**src/rtl/sd_pkg.sv**
```systemverilog
// rtl/sd_pkg.sv - signed-digit encodings, mode codes, FSM states and digit helpers
package sd_pkg;

  localparam logic [1:0] SD_ZERO = 2'b00;
  localparam logic [1:0] SD_POS  = 2'b10;
  localparam logic [1:0] SD_NEG  = 2'b01;

  localparam logic [1:0] MODE_ADD  = 2'b00;
  localparam logic [1:0] MODE_SUB  = 2'b01;
  localparam logic [1:0] MODE_LOAD = 2'b10;
  localparam logic [1:0] MODE_CLR  = 2'b11;

  typedef enum logic [1:0] {
    ST_IDLE = 2'd0,
    ST_CONV = 2'd1,
    ST_DONE = 2'd2
  } state_e;

  function automatic logic [1:0] sd_neg(input logic [1:0] d);
    return {d[0], d[1]};
  endfunction

  // The illegal code 11 reads as zero here.
  function automatic logic signed [2:0] sd_val(input logic [1:0] d);
    case (d)
      SD_POS:  return 3'sd1;
      SD_NEG:  return -3'sd1;
      default: return 3'sd0;
    endcase
  endfunction

  function automatic logic [1:0] sd_enc(input logic signed [2:0] v);
    if (v > 0) return SD_POS;
    if (v < 0) return SD_NEG;
    return SD_ZERO;
  endfunction

endpackage

```
**src/rtl/sd_accum_conv_if.sv**
```systemverilog
// rtl/sd_accum_conv_if.sv - operand, conversion and status bundle of the accumulator
interface sd_accum_conv_if #(parameter int N = 8);

  logic           in_valid;
  logic           in_ready;
  logic [1:0]     in_mode;
  logic [2*N-1:0] in_op;
  logic           conv_req;
  logic           conv_busy;
  logic           out_valid;
  logic           out_ready;
  logic [N:0]     out_data;
  logic [2*N-1:0] acc_sd;
  logic           ovf;
  logic           sd_err;

  modport master (
    output in_valid, in_mode, in_op, conv_req, out_ready,
    input  in_ready, conv_busy, out_valid, out_data, acc_sd, ovf, sd_err
  );

  modport slave (
    input  in_valid, in_mode, in_op, conv_req, out_ready,
    output in_ready, conv_busy, out_valid, out_data, acc_sd, ovf, sd_err
  );

endinterface

```
**src/rtl/sd_digit_cell.sv**
```systemverilog
// rtl/sd_digit_cell.sv - carry-free signed-digit adder cell, x + y = 2*tout + w, s = w + tin
module sd_digit_cell
  import sd_pkg::*;
(
  input  logic [1:0] x,
  input  logic [1:0] y,
  input  logic [1:0] tin,
  input  logic       lin,
  output logic [1:0] s,
  output logic [1:0] tout,
  output logic       lout
);

  logic signed [2:0] p;
  logic signed [2:0] t;
  logic signed [2:0] w;

  // lin says the incoming transfer is in {-1,0}; otherwise it is in {0,+1}.
  always_comb begin
    p = sd_val(x) + sd_val(y);
    t = 3'sd0;
    w = 3'sd0;
    case (p)
      3'sd2:  t = 3'sd1;
      -3'sd2: t = -3'sd1;
      3'sd1: begin
        if (lin) begin
          w = 3'sd1;
        end else begin
          t = 3'sd1;
          w = -3'sd1;
        end
      end
      -3'sd1: begin
        if (lin) begin
          t = -3'sd1;
          w = 3'sd1;
        end else begin
          w = -3'sd1;
        end
      end
      default: ;
    endcase
    s    = sd_enc(w + sd_val(tin));
    tout = sd_enc(t);
  end

  assign lout = (x == SD_NEG) | (y == SD_NEG);

endmodule

```
**src/rtl/sd_accum_conv.sv**
```systemverilog
// rtl/sd_accum_conv.sv - signed-digit accumulator with chunked two's-complement conversion
module sd_accum_conv
  import sd_pkg::*;
#(
  parameter int N     = 8,
  parameter int CHUNK = 2
) (
  input logic          clk,
  input logic          rst_n,
  sd_accum_conv_if.slave bus
);

  localparam int NCH = N / CHUNK;
  localparam int CW  = (NCH > 1) ? $clog2(NCH) : 1;

  state_e         state_q, state_d;
  logic [2*N-1:0] acc_q, acc_d;
  logic           ovf_q, ovf_d;
  logic           err_q, err_d;
  logic [N-1:0]   p_q, p_d;
  logic [N-1:0]   m_q, m_d;
  logic           borrow_q, borrow_d;
  logic [CW-1:0]  cnt_q, cnt_d;
  logic [N:0]     out_q, out_d;

  logic [2*N-1:0] op_clean;
  logic [2*N-1:0] y_op;
  logic [2*N-1:0] sum;
  logic [2*N-1:0] folded;
  logic [2*N+1:0] tk;
  logic [N:0]     lk;
  logic           lk_top_unused;
  logic           op_err;
  logic           fold_ovf;
  logic [N-1:0]   p_snap;
  logic [N-1:0]   m_snap;
  logic [CHUNK:0] diff;

  always_comb begin
    op_clean = '0;
    y_op     = '0;
    op_err   = 1'b0;
    p_snap   = '0;
    m_snap   = '0;
    for (int i = 0; i < N; i++) begin
      if (bus.in_op[2*i +: 2] == 2'b11) op_err = 1'b1;
      else op_clean[2*i +: 2] = bus.in_op[2*i +: 2];
      y_op[2*i +: 2] = (bus.in_mode == MODE_SUB) ? sd_neg(op_clean[2*i +: 2])
                                                 : op_clean[2*i +: 2];
      p_snap[i] = acc_q[2*i+1];
      m_snap[i] = acc_q[2*i];
    end
  end

  assign tk[1:0]       = SD_ZERO;
  assign lk[0]         = 1'b0;
  assign lk_top_unused = lk[N];

  for (genvar gi = 0; gi < N; gi++) begin : g_cell
    sd_digit_cell u_cell (
      .x    (acc_q[2*gi +: 2]),
      .y    (y_op[2*gi +: 2]),
      .tin  (tk[2*gi +: 2]),
      .lin  (lk[gi]),
      .s    (sum[2*gi +: 2]),
      .tout (tk[2*gi+2 +: 2]),
      .lout (lk[gi+1])
    );
  end

  // A top transfer opposite to the MSB digit collapses into that digit exactly.
  always_comb begin
    folded   = sum;
    fold_ovf = 1'b0;
    if (tk[2*N+1:2*N] != SD_ZERO) begin
      if (sum[2*N-1:2*N-2] == sd_neg(tk[2*N+1:2*N])) folded[2*N-1:2*N-2] = tk[2*N+1:2*N];
      else fold_ovf = 1'b1;
    end
  end

  always_comb begin
    state_d  = state_q;
    acc_d    = acc_q;
    ovf_d    = ovf_q;
    err_d    = err_q;
    p_d      = p_q;
    m_d      = m_q;
    borrow_d = borrow_q;
    cnt_d    = cnt_q;
    out_d    = out_q;
    diff     = {1'b0, p_q[CHUNK-1:0]} - {1'b0, m_q[CHUNK-1:0]} - {{CHUNK{1'b0}}, borrow_q};
    case (state_q)
      ST_IDLE: begin
        if (bus.conv_req) begin
          p_d      = p_snap;
          m_d      = m_snap;
          borrow_d = 1'b0;
          cnt_d    = '0;
          state_d  = ST_CONV;
        end else if (bus.in_valid) begin
          case (bus.in_mode)
            MODE_ADD, MODE_SUB: begin
              acc_d = folded;
              ovf_d = ovf_q | fold_ovf;
              err_d = err_q | op_err;
            end
            MODE_LOAD: begin
              acc_d = op_clean;
              err_d = err_q | op_err;
            end
            default: begin
              acc_d = '0;
              ovf_d = 1'b0;
              err_d = 1'b0;
            end
          endcase
        end
      end
      ST_CONV: begin
        // Result chunks shift in from the top so the first (LSB) chunk lands at bit 0.
        out_d    = {diff[CHUNK], diff[CHUNK-1:0], out_q[N-1:CHUNK]};
        borrow_d = diff[CHUNK];
        p_d      = p_q >> CHUNK;
        m_d      = m_q >> CHUNK;
        if (cnt_q == CW'(NCH - 1)) state_d = ST_DONE;
        else cnt_d = cnt_q + 1'b1;
      end
      ST_DONE: begin
        if (bus.out_ready) state_d = ST_IDLE;
      end
      default: state_d = ST_IDLE;
    endcase
  end

  always_ff @(posedge clk or negedge rst_n) begin
    if (!rst_n) begin
      state_q  <= ST_IDLE;
      acc_q    <= '0;
      ovf_q    <= 1'b0;
      err_q    <= 1'b0;
      p_q      <= '0;
      m_q      <= '0;
      borrow_q <= 1'b0;
      cnt_q    <= '0;
      out_q    <= '0;
    end else begin
      state_q  <= state_d;
      acc_q    <= acc_d;
      ovf_q    <= ovf_d;
      err_q    <= err_d;
      p_q      <= p_d;
      m_q      <= m_d;
      borrow_q <= borrow_d;
      cnt_q    <= cnt_d;
      out_q    <= out_d;
    end
  end

  assign bus.in_ready  = (state_q == ST_IDLE) & ~bus.conv_req;
  assign bus.conv_busy = (state_q != ST_IDLE);
  assign bus.out_valid = (state_q == ST_DONE);
  assign bus.out_data  = out_q;
  assign bus.acc_sd    = acc_q;
  assign bus.ovf       = ovf_q;
  assign bus.sd_err    = err_q;

endmodule

```
**src/flat_wrapper.sv**
```systemverilog
// flat-port wrapper written by rule: the top's interface ports become plain ports
module sd_accum_conv_flat import sd_pkg::*;
#(
  parameter int N     = 8,
  parameter int CHUNK = 2
)
  (clk, rst_n, bus_in_valid, bus_in_mode, bus_in_op, bus_conv_req, bus_out_ready, bus_in_ready, bus_conv_busy, bus_out_valid, bus_out_data, bus_acc_sd, bus_ovf, bus_sd_err);
  sd_accum_conv_if #(.N(N)) bus_i ();
  input logic clk;
  input logic rst_n;
  input wire logic [$bits(bus_i.in_valid)-1:0] bus_in_valid;
  input wire logic [$bits(bus_i.in_mode)-1:0] bus_in_mode;
  input wire logic [$bits(bus_i.in_op)-1:0] bus_in_op;
  input wire logic [$bits(bus_i.conv_req)-1:0] bus_conv_req;
  input wire logic [$bits(bus_i.out_ready)-1:0] bus_out_ready;
  output wire logic [$bits(bus_i.in_ready)-1:0] bus_in_ready;
  output wire logic [$bits(bus_i.conv_busy)-1:0] bus_conv_busy;
  output wire logic [$bits(bus_i.out_valid)-1:0] bus_out_valid;
  output wire logic [$bits(bus_i.out_data)-1:0] bus_out_data;
  output wire logic [$bits(bus_i.acc_sd)-1:0] bus_acc_sd;
  output wire logic [$bits(bus_i.ovf)-1:0] bus_ovf;
  output wire logic [$bits(bus_i.sd_err)-1:0] bus_sd_err;
  assign bus_i.in_valid = bus_in_valid;
  assign bus_i.in_mode = bus_in_mode;
  assign bus_i.in_op = bus_in_op;
  assign bus_i.conv_req = bus_conv_req;
  assign bus_i.out_ready = bus_out_ready;
  assign bus_in_ready = bus_i.in_ready;
  assign bus_conv_busy = bus_i.conv_busy;
  assign bus_out_valid = bus_i.out_valid;
  assign bus_out_data = bus_i.out_data;
  assign bus_acc_sd = bus_i.acc_sd;
  assign bus_ovf = bus_i.ovf;
  assign bus_sd_err = bus_i.sd_err;
  sd_accum_conv #(.N(N), .CHUNK(CHUNK)) u_core (.clk(clk), .rst_n(rst_n), .bus(bus_i));
endmodule
```
**config.mk**
```make
export PLATFORM = sky130hd
export DESIGN_NAME = sd_accum_conv_flat
export DESIGN_NICKNAME = d
export VERILOG_FILES = /design/src/rtl/sd_pkg.sv /design/src/rtl/sd_accum_conv_if.sv /design/src/rtl/sd_digit_cell.sv /design/src/rtl/sd_accum_conv.sv /design/src/flat_wrapper.sv
export SDC_FILE = /design/constraint.sdc
export NUM_CORES = 1
export LEC_CHECK = 0
export CAP_MARGIN = 25
export CORE_MARGIN = 3
export CORE_UTILIZATION = 30
export DETAILED_ROUTE_END_ITERATION = 16
export PLACE_DENSITY = 0.56
export SLEW_MARGIN = 25
export SYNTH_ARGS = -nofsm -noshare
export SYNTH_HDL_FRONTEND = slang
export SYNTH_SLANG_ARGS = --single-unit
```
**constraint.sdc**
```tcl
create_clock -name clk -period 4.39 [get_ports clk]
set_input_delay 0.439 -clock clk [delete_from_list [all_inputs] [get_ports clk]]
set_output_delay 0.439 -clock clk [all_outputs]
set_load 0.005 [all_outputs]
```
==> metrics, run 1 <==
status finished clean; worst slew pin tran 0.990 ns; Fin. Hold Viols 0; register area share after synthesis 0.284; Worst Clk Skew 0.00588 ns; Avg Vias per Cell 4.82; number of synthesized register bits 48; initial antenna violation count 0; Area Overhead vs Synth 21.2%; max-slew violation count 0; critical path fanouts, max 8; DRT iter0 DRCs 127; Port Buffers 52; Critical Path Max Stage Delay 0.56 ns; Final Non-Filler Cells 707; vias in the first global route 3464; TritonCTS clock tree built; ys flop type dfrtp_1; startpoint types input pin; Finished Core Util 0.379; DIE HEIGHT 125 um; Post-CTS Repair Setup Buffers 0; Register Area 0.00120 sq mm; Critical Path, Cell by Cell clkdlybuf4s50_1 > nand2b_1 > o21ai_0 > ha_1 > inv_1 > ha_1 > inv_1 > fa_1 > xor2_1 > o21ai_0 > ha_1 > fa_1 > o21ai_0 > nor2_1 > a31oi_1 > o21ai_0; Num CTS Buffers 5; Post-synth top cells inv_1 (72), ha_1 (56), nand2_1 (56); global-route wire length before repair 17000 um; crit end category flop; area of the die 0.0155 sq mm; final setup vio count 0; Root Buffer clkbuf_16; syn_area_per_cell 8.78 sq um; dpl ws 0.190 ns; M1 wire length 4670 um; layout cells sized above 1 0.0452; via count 3408; Synth warnings 0; FFs w/ async S/R, synth 1.00; Mapped Area 0.00422 sq mm; RSZ-0062 raised after global routing no; met2 wire length 4780 um; DRC violations left 0; worst skew pair latency 0.29 ns; leakage 2.38 nW; Final ANT Viol Nets 0; Bufs on Longest Clock Path 2; min Tclk post-route 3.95 ns; Critical Setup Path Class input pin to flop; # nets final 631; Core Area 0.0135 sq mm; GP Congestion 0.802; max frequency 253 MHz; Post-synth EDFFs 0; drt total wl 10000 um; post-synth top area share 0.284; # hold bufs at CTS 0; PwrDens 757 mW/mm^2; Min-Delay Path Class input pin to async pin; Setup WS post-layout 0.436 ns; Hold WS 0.252 ns; top cells by area, synth dfrtp_1 (28%), ha_1 (17%), fa_1 (10%); wire length per cell 14.2 um; FF-to-FF Start u_core.bus.acc_sd[15]; Multi-input gate area 0.00268 sq mm; Starting Density 0.313; Worst VDD drop 0.271 mV; R2R depth 14; max-cap viol count 0; Die Wd 125 um; cell count after synthesis 481; Worst EP required 4.54 ns; Rel. slew slack 0.338; DP Area 0.00494 sq mm; crit path launch bus_in_mode[1]; most common cell in the netlist inv_1; Syn Nets 582; setup total negative slack 0 ns; final period utilization 0.901; wire length on met3 406 um; reg2reg end u_core.bus.ovf; Critical Path Slowest Stage Cell clkdlybuf4s50_1; fill cell count 1372; post-detail-place hpwl 7780 um; setup slack, reg-to-reg 0.90 ns; CP arrival 4.10 ns; leading area contributor after synthesis dfrtp_1; H-Tree Depth 2; Post-CTS Resized 0; grt total ovfl 0; total power 3.88 mW; post-route cell area 0.00512 sq mm; Worst setup endpoint u_core.bus.acc_sd[3]; Pre-antenna DRT Iters 4; top layer in use met4; cell mode on critical path o21ai_0; CTS clk-pin slew, worst paths 0.07 ns; I/O pin total 53; distinct cell type count after synthesis 45; CTS Sinks 48; Inserted Diodes 0; site row count 42; largest net degree at the start of global routing 49; Placed Cells 699; Total GRT Usage 0.131
kinds of logic after synthesis:
family	count (synthesis)	synth area share
buffers and inverters	89	0.0823
DFF	48	0.284
and+or+nand+nor	146	0.173
xor gates and xnor gates	8	0.0166
adders and majority gates	78	0.270
AOI/OAI and AO/OA	106	0.159
muxes	6	0.0145
worst max-delay path, delay by kind of cell:
kind | cells | cell delay, ns
and+or+nand+nor | 2 | 0.36
buffers and inverters | 3 | 0.66
adders and majority gates | 5 | 1.53
AOI/OAI and AO/OA | 5 | 0.94
xor gates and xnor gates | 1 | 0.16
layout make-up:
class / instances / area share
Clock buffer: 6 / 0.0271
Clock inverter: 2 / 0.00758
Inverter: 72 / 0.0528
Multi-Input combinational cell: 344 / 0.524
Sequential cell: 48 / 0.235
Tap cell: 176 / 0.0430
Timing Repair Buffer: 59 / 0.111
where the power goes:
group          internal (mW)  switching (mW)  total (mW)
sequential             0.639           0.191       0.829
clock                  0.286           0.171       0.456
combinational           1.20            1.39        2.59
routing by layer:
metal,GRT usage,up-vias
met3,0.0202,14
met5,0,-
met2,0.222,73
met1,0.175,1637
met4,0.0355,0
li1,-,1684
sequential cells by signal (all words and copies together), names as in the netlist:
register / flops
u_core.bus.out_data: 9
u_core.m_q: 8
u_core.borrow_q: 1
u_core.bus.sd_err: 1
u_core.bus.ovf: 1
u_core.bus.acc_sd: 16
u_core.state_q: 2
u_core.cnt_q: 2
u_core.p_q: 8
how the worst min path moves through the flow:
stage / slack, ns / start / endpoint / cells after the start
CTS: 0.28 / rst_n / u_core.bus.out_data[7] / 2
floorplan: 0.14 / rst_n / u_core.borrow_q / 0
global placement: 0.46 / u_core.m_q[3] / u_core.m_q[3] / 2
finish: 0.25 / rst_n / u_core.bus.out_data[7] / 2
global route: 0.32 / rst_n / u_core.bus.out_data[7] / 2
detailed placement: 0.47 / u_core.bus.out_data[0] / u_core.bus.out_data[0] / 2
placed cells by master, fill, tap and decap left out, types with 6 or more instances in the layout:
| cell type | n |
|---|---|
| dfrtp_1 | 48 |
| nand2_1 | 56 |
| fa_1 | 22 |
| a21oi_1 | 28 |
| nand2b_1 | 7 |
| and2_1 | 9 |
| buf_4 | 7 |
| nor2_1 | 30 |
| a31oi_1 | 7 |
| a221oi_1 | 8 |
| inv_1 | 72 |
| o21ai_0 | 32 |
| clkdlybuf4s50_1 | 51 |
| ha_1 | 56 |
| o21a_1 | 6 |
| a211oi_1 | 10 |
| nor2b_1 | 17 |
No activity file was read; power rests on OpenSTA's default activity.
==> inputs of run 2 (changes only) <==
Settings changed: HOLD_SLACK_MARGIN from default to 0.12, TNS_END_PERCENT from default to 100.
==> results of run 2 <==
Final layout, timing and power as in run 1 (identical DEF).
